==> src/rtl/rx_pkg.sv <==
// Shared types and constants for the serial receive control slice.
package rx_pkg;

  typedef enum logic [1:0] {
    IDLE     = 2'd0,
    START    = 2'd1,
    RECEIVE  = 2'd2,
    STOP_CHK = 2'd3
  } state_t;

  // Level of the serial line when nothing is being sent.
  localparam logic LINE_IDLE = 1'b1;

endpackage

==> src/rtl/rx_sync_edge.sv <==
// Two-flop synchroniser for the asynchronous serial line plus a one-cycle
// history flop, giving a clean sampled line and a falling-edge pulse.
module rx_sync_edge
  import rx_pkg::*;
(
  input  logic clk,
  input  logic rst,
  input  logic serial_in,
  output logic s_in,
  output logic start_det
);

  logic sync_1;
  logic sync_2;
  logic prev;

  // Flops come out of reset at the idle line level so no false edge is seen.
  always_ff @(posedge clk) begin
    if (rst) begin
      sync_1 <= LINE_IDLE;
      sync_2 <= LINE_IDLE;
      prev   <= LINE_IDLE;
    end else begin
      sync_1 <= serial_in;
      sync_2 <= sync_1;
      prev   <= sync_2;
    end
  end

  assign s_in      = sync_2;
  assign start_det = prev & ~sync_2;

endmodule

==> src/rtl/uart_rx_ctrl.sv <==
// Receive control unit: detects the start bit, drives the bit timer clear and
// enable, shifts in LSB-first data, checks the stop bit and hands the byte to
// the consumer through a data_ready/data_read handshake.
module uart_rx_ctrl
  import rx_pkg::*;
#(
  parameter int DATA_BITS = 8
) (
  input  logic                 clk,
  input  logic                 rst,
  input  logic                 serial_in,
  input  logic                 shift_strobe,
  input  logic                 packet_done,
  input  logic                 data_read,
  output logic                 timer_clear,
  output logic                 timer_enable,
  output logic [DATA_BITS-1:0] rx_data,
  output logic                 data_ready,
  output logic                 framing_error,
  output logic                 overrun_error
);

  state_t               state;
  state_t               next_state;
  logic                 s_in;
  logic                 start_det;
  logic [DATA_BITS:0]   sr;
  logic                 stop_good;

  rx_sync_edge u_sync (
    .clk       (clk),
    .rst       (rst),
    .serial_in (serial_in),
    .s_in      (s_in),
    .start_det (start_det)
  );

  // Top bit of the shift register holds the stop sample after a full frame.
  assign stop_good = sr[DATA_BITS];

  // Next-state logic; START and STOP_CHK are always single-cycle states.
  always_comb begin
    next_state = state;
    case (state)
      IDLE:     if (start_det) next_state = START;
      START:    next_state = RECEIVE;
      RECEIVE:  if (packet_done) next_state = STOP_CHK;
      STOP_CHK: next_state = IDLE;
      default:  next_state = IDLE;
    endcase
  end

  // State register; reset abandons any frame in progress.
  always_ff @(posedge clk) begin
    if (rst) state <= IDLE;
    else     state <= next_state;
  end

  // Shift register samples the line on each bit-timer strobe, including the
  // strobe that coincides with packet_done, so the stop sample lands in the MSB.
  always_ff @(posedge clk) begin
    if (rst) begin
      sr <= '1;
    end else if (state == RECEIVE && shift_strobe) begin
      sr <= {s_in, sr[DATA_BITS:1]};
    end
  end

  // Output byte and status flags; a good-frame load takes priority over a read.
  always_ff @(posedge clk) begin
    if (rst) begin
      rx_data       <= '0;
      data_ready    <= 1'b0;
      framing_error <= 1'b0;
      overrun_error <= 1'b0;
    end else begin
      if (data_read && data_ready) begin
        data_ready    <= 1'b0;
        overrun_error <= 1'b0;
      end
      if (state == START) begin
        framing_error <= 1'b0;
      end
      if (state == STOP_CHK) begin
        if (stop_good) begin
          rx_data    <= sr[DATA_BITS-1:0];
          data_ready <= 1'b1;
          if (data_ready && !data_read) begin
            overrun_error <= 1'b1;
          end
        end else begin
          framing_error <= 1'b1;
        end
      end
    end
  end

  // Counter controls are decoded straight from the state (Moore).
  assign timer_clear  = (state == START);
  assign timer_enable = (state == RECEIVE);

endmodule

==> config.mk <==
export PLATFORM = sky130hd
export DESIGN_NAME = uart_rx_ctrl
export DESIGN_NICKNAME = d
export VERILOG_FILES = /design/src/rtl/rx_pkg.sv /design/src/rtl/rx_sync_edge.sv /design/src/rtl/uart_rx_ctrl.sv
export SDC_FILE = /design/constraint.sdc
export NUM_CORES = 1
export LEC_CHECK = 0
export ABC_CLOCK_PERIOD_IN_PS = 1800
export BUFFER_PORTS_ARGS = -buffer_cell sky130_fd_sc_hd__clkbuf_2
export CORE_MARGIN = 2
export CORE_UTILIZATION = 35
export CTS_BUF_LIST = sky130_fd_sc_hd__clkbuf_4 sky130_fd_sc_hd__clkbuf_8
export DETAILED_ROUTE_END_ITERATION = 10
export GPL_TIMING_DRIVEN = 0
export HOLD_SLACK_MARGIN = 0.05
export PLACE_DENSITY = 0.58
export SYNTH_ARGS = -nofsm -noshare
export SYNTH_HDL_FRONTEND = slang
export SYNTH_SLANG_ARGS = --single-unit
==> constraint.sdc <==
create_clock -name clk -period 1.8 [get_ports clk]
set_input_delay 0.09 -clock clk [delete_from_list [all_inputs] [get_ports clk]]
set_output_delay 0.09 -clock clk [all_outputs]
set_load 0.01 [all_outputs]
======== After elaboration in Yosys (flattened, before gate mapping) ========
Cells that the tools add are included.
Widths: inputs -> output; s select.
operators by class
  eq/ne operators ......................... 5
  muxes and demuxes ....................... 13
  bitwise operators ....................... 2
  reduce and logical (&&, ||, !) cells .... 7
operator list
  operator            number
  $mux 1              10
  $pmux 2 s4          1
  $eq 2x2->1 const B  2
  $mux 2              2
  $ne 2x2->1 const B  2
  $reduce_and 2->1    2
  $logic_and 1x1->1   3
  $eq 2x1->1 const B  1
  $logic_not 2->1     1
  $and 1x1->1         1
  $logic_not 1->1     1
  $not 1->1           1
word-level totals
  register bits after elaboration ......... 25
  bits of input ports ..................... 6
  output and inout port bits .............. 13
  logic and storage cells ................. 36

======== Logic depth before layout (Yosys ltp) ========
  word-level depth ........................ 5
  gate-level depth with buffers ........... 5
  depth with buffers taken out ............ 4

======== Hierarchy ========
From an unflattened synthesis, not the netlist that was laid out.
unflattened totals
  cell total of the unflattened synthesis .. 111
  area, all modules ....................... 964.7 um^2
by module, submodules not included
  module        instances  cells an instance  area each (um^2)
  uart_rx_ctrl  1          104                879.6
  rx_sync_edge  1          7                  85.1

======== Worst setup path before layout ========
Ideal clock, no wire load.
  path type ............................... register to register
  start point ............................. register state[0]
  end point ............................... register sr[0]
  library setup time ...................... 120 ps
  arrival time ............................ 1230 ps
  slack ................................... 451 ps
  stages on the path, launching flop included .. 6
  path buffers ............................ 1
  clock period less this slack ............ 1349 ps
  path through ............................ dfxtp_1 inv_1 ha_1 buf_6 and3_1 a211o_1
between the ends
  cells in the longest elaborated chain, start to end .. 2
RTL lines
  element                 line                text
  start, declared         uart_rx_ctrl.sv:23  state_t state;
  start signal, assigned  uart_rx_ctrl.sv:56  else state <= next_state;
  $eq 2x2->1              --
  named net timer_enable  uart_rx_ctrl.sv:16  output logic timer_enable,
  $logic_and 1x1->1       uart_rx_ctrl.sv:64  end else if (state == RECEIVE && shift_strobe) begin
  end signal, assigned    uart_rx_ctrl.sv:65  sr <= {s_in, sr[DATA_BITS:1]};
  end, declared           uart_rx_ctrl.sv:27  logic [DATA_BITS:0] sr;
The timed path passes the listed nets, and every way through them passes these cells.
A chain may end at the register's enable or synchronous reset.

======== Worst setup path in the final report ========
  start point ............................. register state[0]
  end point ............................... register sr[3]
between the ends
  cells in the longest elaborated chain, start to end .. 2
RTL lines
  element            line
  $eq 2x2->1         uart_rx_ctrl.sv:64
  $logic_and 1x1->1  uart_rx_ctrl.sv:64
No other way between the ends.

==> impl_metrics.py <==
metrics = {
    "hold_path": {
        "hold_class": "input pin to flip-flop",
    },
    "cells_and_area": {
        "area_growth_pct": 17.1,
        "final_area_um2": 1150,
        "layout_commonest_cell": "dfxtp_1",
        "final_cell_mix": "25 x dfxtp_1, 17 x nand2_1, 16 x clkbuf_2, 11 x a21oi_1",
        "diodes": 0,
        "nFillCells": 286,
        "fin_cells": 154,
        "drive_above_1_share_pct": 25.2,
        "fin_nets": 135,
        "final_util_pct": 42.6,
    },
    "logic_synthesis": {
        "yosys.cell_types.count": 19,
        "seq_area_frac_synth_pct": 50.8,
        "ys_seq_elements": 25,
        "synth_area_per_cell_um2": 9.76,
        "yosys.area.top_type": "dfxtp_1",
        "yosysWarningCount": 0,
        "synth_top_area_share_pct": 50.8,
        "synthesis.instances": 101,
        "synth_nets": 112,
        "syn_area_um2": 986,
        "yosys-top-cells-area": "dfxtp_1 51%, a211o_1 8.0%, nand2_1 6.5%, ha_1 6.3%, and3_1 5.7%",
    },
    "worst_setup_path": {
        "cp_max_fo": 10,
        "critPathLaunchType": "flip-flop",
        "critPathRequiredTime_ns": 2.01,
        "critPathCaptureType": "flip-flop",
        "arrival_ns": 1.65,
        "path_class": "flip-flop to flip-flop",
    },
    "grt": {
        "grt_usage_pct": 11.9,
        "grtUsageMet2_pct": 21.0,
        "grt_max_degree": 14,
        "grt_overflow": 0,
        "grt_pass1_vias": 716,
        "antenna_found_initial": 0,
        "grt_util_met3_pct": 3.17,
        "grt_pass1_wl_mm": 3.13,
        "gr-max-usage-layer": "met2",
        "met1_usage_pct": 14.3,
    },
    "timing": {
        "drv_slew": 0,
        "setup_viol": 0,
        "fin_skew_ns": 0.00113,
        "max-slew-margin-rel_pct": 79.8,
        "rsz0062_at_grt": "false",
        "worst_slew_pin_slew_ns": 0.302,
        "fin_crit_ns": 1.44,
        "min_period_over_period_pct": 79.9,
        "fmax_mhz": 695,
        "hold_violations": 0,
        "fin_setup_tns_ns": 0,
    },
    "place": {
        "placed_area_um2": 1100,
        "portBuffers": 16,
        "dp.cells": 148,
        "gp_congestion": 0.703,
        "hpwlAfterDp_mm": 1.33,
    },
    "run": {
        "maxCapViolations": 0,
    },
    "routing": {
        "dr.pass1.iters": 4,
        "first_iter_violations": 14,
        "final_antenna_net_count": 0,
        "drc": 0,
        "post_drt_wl_per_cell_um": 11.8,
        "vias": 745,
        "wl_mm": 1.82,
        "via_per_inst": 4.84,
    },
    "power_and_ir_drop": {
        "p_per_area_nw_per_um2": 1140,
        "p_total_mw": 1.31,
        "leakagePower_nw": 0.501,
        "irDropWorstVdd_uv": 509,
    },
    "floorplan": {
        "rows": 19,
        "die_h_um": 57.1,
        "die_w_um": 57.1,
        "design.die.area_um2": 3260,
        "core-area_um2": 2710,
        "io_pins": 19,
        "initial_core_util_pct": 36.4,
    },
    "cts": {
        "cts_buffers": 3,
        "cts.path.max_buffers": 2,
        "cts_tree": "done",
        "clkSlewWorstSetupHoldPaths_ns": 0.13,
        "cts-resized-gates": 0,
        "cts_root_buffer": "clkbuf_4",
        "cts_sinks": 25,
        "htreeDepth": 1,
        "clk_latency_ns": 0.31,
    },
    "run_status": {
        "outcome": "finished clean",
    },
}
## flip-flops by register name, indices dropped and copies added, names as in the netlist, named ones only
signal / cells
framing_error: 1
data_ready: 1
u_sync.prev: 1
rx_data: 8
u_sync.s_in: 1
state: 2
sr: 9
u_sync.sync_1: 1
## path summary, 6_finish.rpt
path,cells after the start,slack (ns),start,to
max,5,0.36,state[0]$_SDFFE_PP0P_,sr[3]$_SDFFE_PP1P_
min,2,0.13,rst,sr[8]$_SDFFE_PP1P_
max reg2reg,5,0.36,state[0]$_SDFFE_PP0P_,sr[3]$_SDFFE_PP1P_
min reg2reg,1,0.42,u_sync.sync_1$_SDFF_PP1_,u_sync.s_in$_SDFF_PP1_
## synthesized netlist by cell type (all sizes together)
library cell	count
or2	3
nand2	18
a21oi	11
dfxtp	25
ha	5
a211o	9
nand2b	6
clkbuf	1
mux2i	1
and3	9
a22o	1
inv	3
a211oi	3
and2	1
buf	5
## routing by layer
layer  wire (um)  part of all wire [%]
met1         862                    47
met2         871                    48
met3          74                   4.1
met4          13                  0.71
met5           0                     0
## cell type report
cell class | instances | area [um^2] | area share [%]
flip-flops and latches | 25 | 500 | 43.3
multi-input cells | 67 | 437 | 37.8
repair buffers | 18 | 100 | 8.67
well taps | 31 | 38.8 | 3.36
plain buffers | 6 | 37.5 | 3.25
clock buffers | 4 | 30.0 | 2.60
inverters | 3 | 11.3 | 0.975
## critical path: stages (launching register included)
cell	delay, ns
dfxtp_1	0.35
inv_1	0.13
ha_1	0.25
buf_6	0.16
nand2_2	0.13
a211o_1	0.32
## per-stage QoR
step	hold slack, ns	setup slack (ns)
final	0.133	0.362
after global routing	0.168	0.268
after CTS	0.147	0.351
after detailed placement	0.276	0.372
after global placement	0.275	0.432
after floorplan	0.188	0.451
## cell families after synthesis
kind of cell,Yosys count,synth area share [%]
buf+inv,9,4.95
simple gates,37,19.2
mux,1,1.02
flops,25,50.8
fa+ha+maj,5,6.35
compound gates,24,17.8
## report_power, final
part | switching (mW) | internal (mW) | total [mW]
combinational | 0.190 | 0.175 | 0.365
clock | 0.156 | 0.102 | 0.258
sequential | 0.0569 | 0.632 | 0.689
total | 0.403 | 0.908 | 1.31
## what timing repair did
item	CTS	global route
hold buffers	2	0
endpoints found under the setup margin	0	0
setup buffers	0	0
endpoints found under the hold margin	2	0
(Power assumes the default switching activity.)
